--- src/rtl/register.sv ---
// Single WIDTH-bit storage register with write enable, synchronous clear and a registered change pulse.
// Define REGISTER_SHADOW_EN to add reg_prev, which holds the value the register had before its last change.
module register #(
  parameter int unsigned      WIDTH       = 16,
  parameter logic [WIDTH-1:0] RESET_VALUE = '0
) (
  input  logic             CLK,
  input  logic             reset,
  input  logic [WIDTH-1:0] reg_input,
  input  logic             reg_write,
  input  logic             reg_clear,
  output logic [WIDTH-1:0] reg_output,
  output logic             reg_changed
`ifdef REGISTER_SHADOW_EN
  ,
  output logic [WIDTH-1:0] reg_prev
`endif
);

  logic [WIDTH-1:0] next_value;
  logic             value_changes;

  // Clear takes priority over write; with neither, the stored value is kept.
  always_comb begin
    // NOTE: every always_comb output gets a default first so no path can infer a latch.
    next_value = reg_output;
    if (reg_clear) begin
      next_value = RESET_VALUE;
    end else if (reg_write) begin
      next_value = reg_input;
    end
    value_changes = (next_value != reg_output);
  end

  // NOTE: sequential state uses non-blocking assignments so all flops update from pre-edge values.
  always_ff @(posedge CLK or negedge reset) begin
    if (!reset) begin
      reg_output  <= RESET_VALUE;
      reg_changed <= 1'b0;
    end else begin
      reg_output  <= next_value;
      reg_changed <= value_changes;
    end
  end

`ifdef REGISTER_SHADOW_EN
  // Captures the outgoing value only on edges that actually change the register.
  always_ff @(posedge CLK or negedge reset) begin
    if (!reset) begin
      reg_prev <= RESET_VALUE;
    end else if (value_changes) begin
      reg_prev <= reg_output;
    end
  end
`endif

endmodule

--- config.mk ---
export PLATFORM = sky130hd
export DESIGN_NAME = register
export DESIGN_NICKNAME = d
export VERILOG_FILES = /design/src/rtl/register.sv
export SDC_FILE = /design/constraint.sdc
export NUM_CORES = 1
export LEC_CHECK = 0
export BUFFER_PORTS_ARGS = -buffer_cell sky130_fd_sc_hd__buf_2
export CAP_MARGIN = 20
export CORE_ASPECT_RATIO = 0.9
export CORE_MARGIN = 4
export CORE_UTILIZATION = 47
export DETAILED_ROUTE_END_ITERATION = 6
export GPL_TIMING_DRIVEN = 0
export PLACE_DENSITY = 0.8
export SKIP_LAST_GASP = 1
export SLEW_MARGIN = 10
export SYNTH_ARGS = -nofsm -noshare
export SYNTH_HDL_FRONTEND = slang
export SYNTH_SLANG_ARGS = --single-unit
--- constraint.sdc ---
create_clock -name CLK -period 2.3 [get_ports CLK]
set_input_delay 0.345 -clock CLK [delete_from_list [all_inputs] [get_ports CLK]]
set_output_delay 0.345 -clock CLK [all_outputs]
set_load 0.01 [all_outputs]
==> qor.csv <==
stage;metric;value;unit
clocking;cts_tree;yes;
clocking;clockBufferDepth;2;
power;leakagePower;0.626;nW
timing;period_needed;1720;ps
setup_path;cp.depth;5;
layout;utilization;62.3;%
die;dieArea;2800;um^2
power;vdd_drop_max;0.331;mV
setup_path;cp_max_fo;4;
die;coreArea;1910;um^2
routing;via_per_inst;5.43;
clocking;cts_htree_levels;1;
die;initial_core_util;49.6;%
setup_path;startpoint_type;flip-flop;
grt;grt_pass1_vias;872;
setup_path;path_cells;inv_1, o22ai_1, or4_4, o41ai_2, nand4_1;
layout;diodes;0;
clocking;cts_buffers;3;
timing;rsz0062_at_grt;false;
setup_path;path_buf_inv;1;
die;ioPinCount;37;
power;power_density;534;nW/um^2
placed_design;dpl-instance-area;1160;um^2
setup_path;worstSetupPathType;reg2reg;
layout;fin_area;1190;um^2
die;rows;15;
setup_path;cp.arrival;1890;ps
die;die-width;55.4;um
synthesis;syn_avg_cell_area;9.40;um^2
layout;nNetsFinal;162;
routing;drt_first_pass_iters;4;
clocking;root_buffer;clkbuf_4;
synthesis;synth_edf_count;0;
routing;ant_nets;0;
setup_path;crit_family;simple AND/OR/NAND/NOR gates;
timing;fin_crit_sh;74.9;%
layout;drive_gt1_share;30.5;%
clocking;path_clk_slew;90;ps
synthesis;yosysSeqAreaShare;44.8;%
routing;routedWlPerCell;14.4;um
timing;finalHoldViolCount;0;
placed_design;port_buffers;35;
run;cap_violations;0;
clocking;post_cts_buffers;0;
synthesis;synth_cells;101;
synthesis;synthFlopType;dfrtp_1;
grt;overflow;0;
status;status;finished clean;
worst_hold_path;holdCritPathClass;in2reg;
placed_design;detailed_place_hpwl;1900;um
setup_path;slowest_stage;or4_4;
synthesis;synth.distinct_cells;22;
grt;grt_pass1_wl;3930;um
synthesis;yosys.area.top_type_share;44.8;%
timing;slew-limit-headroom;68.3;%
grt;track_usage;17.8;%
synthesis;ys_seq_elements;17;
routing;drc;0;
timing;setup_viol_count_final;0;
clocking;insertion_delay;290;ps
timing;fin_skew;2.33;ps
timing;tns;0;ps
timing;max_freq;581;MHz
clocking;clkSinkCount;17;
timing;worst_pin_slew;476;ps
routing;wl;2400;um
synthesis;synth_top_cell_by_area;dfrtp_1;
synthesis;synth_area;950;um^2
synthesis;synth_nets;121;
synthesis;synth_area_leaders;dfrtp_1 45%, mux2i_1 17%, nor2_1 6.7%;
grt;grt_max_degree;18;
placed_design;globalplace.congestion;0.805;
synthesis;synthArstFlopShare;100;%
die;die_h;50.6;um
routing;vias;901;
routing;initialDrtViolationCount;19;
synthesis;yosys_warnings;0;
setup_path;critPathRequiredTime;2470;ps
timing;holdWs;328;ps
timing;slew_viol_final;0;
worst_hold_path;holdPathStages;3;
layout;area_growth_syn_to_layout;25.6;%
setup_path;endpoint_kind;flip-flop;
grt;antenna_found_initial;0;
setup_path;r2r_cells;5;
setup_path;max_stage_delay;530;ps
==> per-stage QoR <==
step / total power, mW / worst slack [ps] / instances
3_3_place_gp: 0.480 / 616 / 161
2_1_floorplan: 0.421 / 653 / 101
6_report: 0.637 / 578 / 166
3_5_place_dp: 0.485 / 619 / 161
5_1_grt: 0.669 / 484 / 166
4_1_cts: 0.643 / 591 / 166
==> what timing repair did <==
| action | CTS | global route |
|---|---|---|
| hold buffers | 1 | 0 |
| hold endpoints to repair | 17 | 0 |
| resized for setup | 0 | 0 |
==> worst min-delay path, cell delays in order <==
cell	delay [ps]
buf_2	100
mux2i_1	60
nor2_1	70
==> metal layers <==
| layer | share of wire (%) | GRT usage, % | wire length [um] | up-vias |
|---|---|---|---|---|
| met1 | 44 | 22.8 | 1060 | 428 |
| met4 | 1.5 | 4.86 | 36 | 0 |
| met5 | 0 | 0 | 0 | - |
| li1 | - | - | - | 438 |
| met3 | 6.8 | 6.94 | 163 | 4 |
| met2 | 47 | 28.1 | 1140 | 31 |
==> cell families (layout without fill, tap and decap cells) <==
family / count (synthesis) / after routing / share of synthesized area [%]
AO/OA/AOI/OAI: 19 / 19 / 15.5
flip-flops: 17 / 17 / 44.8
buffers and inverters: 20 / 60 / 8.17
AND/OR/NAND/NOR: 29 / 29 / 14.6
multiplexers: 16 / 16 / 16.9
==> area by class of cell <==
type | count | area, um^2
plain buffers | 4 | 17.5
clock buffers | 4 | 26.3
fillers | 186 | 722
inverters | 16 | 60.1
multi-input cells | 64 | 447
flip-flops and latches | 17 | 425
well taps | 25 | 31.3
repair buffers | 36 | 185
==> cells in the mapped netlist (2+ instances only) <==
master and instances:
dfrtp_1 17, nor2_1 17, mux2i_1 16, inv_1 15
o22ai_1 8, a221oi_1 3, nor2b_1 3, nor4_1 3
a22o_1 2, buf_2 2, clkbuf_1 2, nand4_1 2
nor3_1 2
==> power breakdown <==
group	internal (mW)	switching [mW]
Combinational	0.0670	0.0793
Clock	0.0676	0.0897
Sequential	0.316	0.0176
Total	0.451	0.187
==> flip-flops by register name, summed over array words and instances, names as in the netlist <==
| name | count |
|---|---|
| reg_output | 16 |
| reg_changed | 1 |
==> placed cells by master (no fill, tap or decap), types with 2 or more instances in the layout <==
cell type	netlist	routed
dfrtp_1	17	17
clkbuf_1	2	3
inv_1	15	15
a221oi_1	3	3
o22ai_1	8	8
nor3_1	2	2
nand4_1	2	2
mux2i_1	16	16
a22o_1	2	2
nor4_1	3	3
nor2b_1	3	3
nor2_1	17	17
clkbuf_4	0	3
buf_2	2	37
==> final timing paths <==
path	slack (ps)	from	end
setup reg to reg	580	reg_output[7]	reg_changed
hold reg to reg	590	reg_output[12]	reg_output[12]
min in group asynchronous	490	reset	reg_output[13]
max in group asynchronous	1550	reset	reg_output[14]
hold / removal	330	reg_input[3]	reg_output[3]
setup / recovery	580	reg_output[7]	reg_changed
No activity file was read; power rests on OpenSTA's default activity.
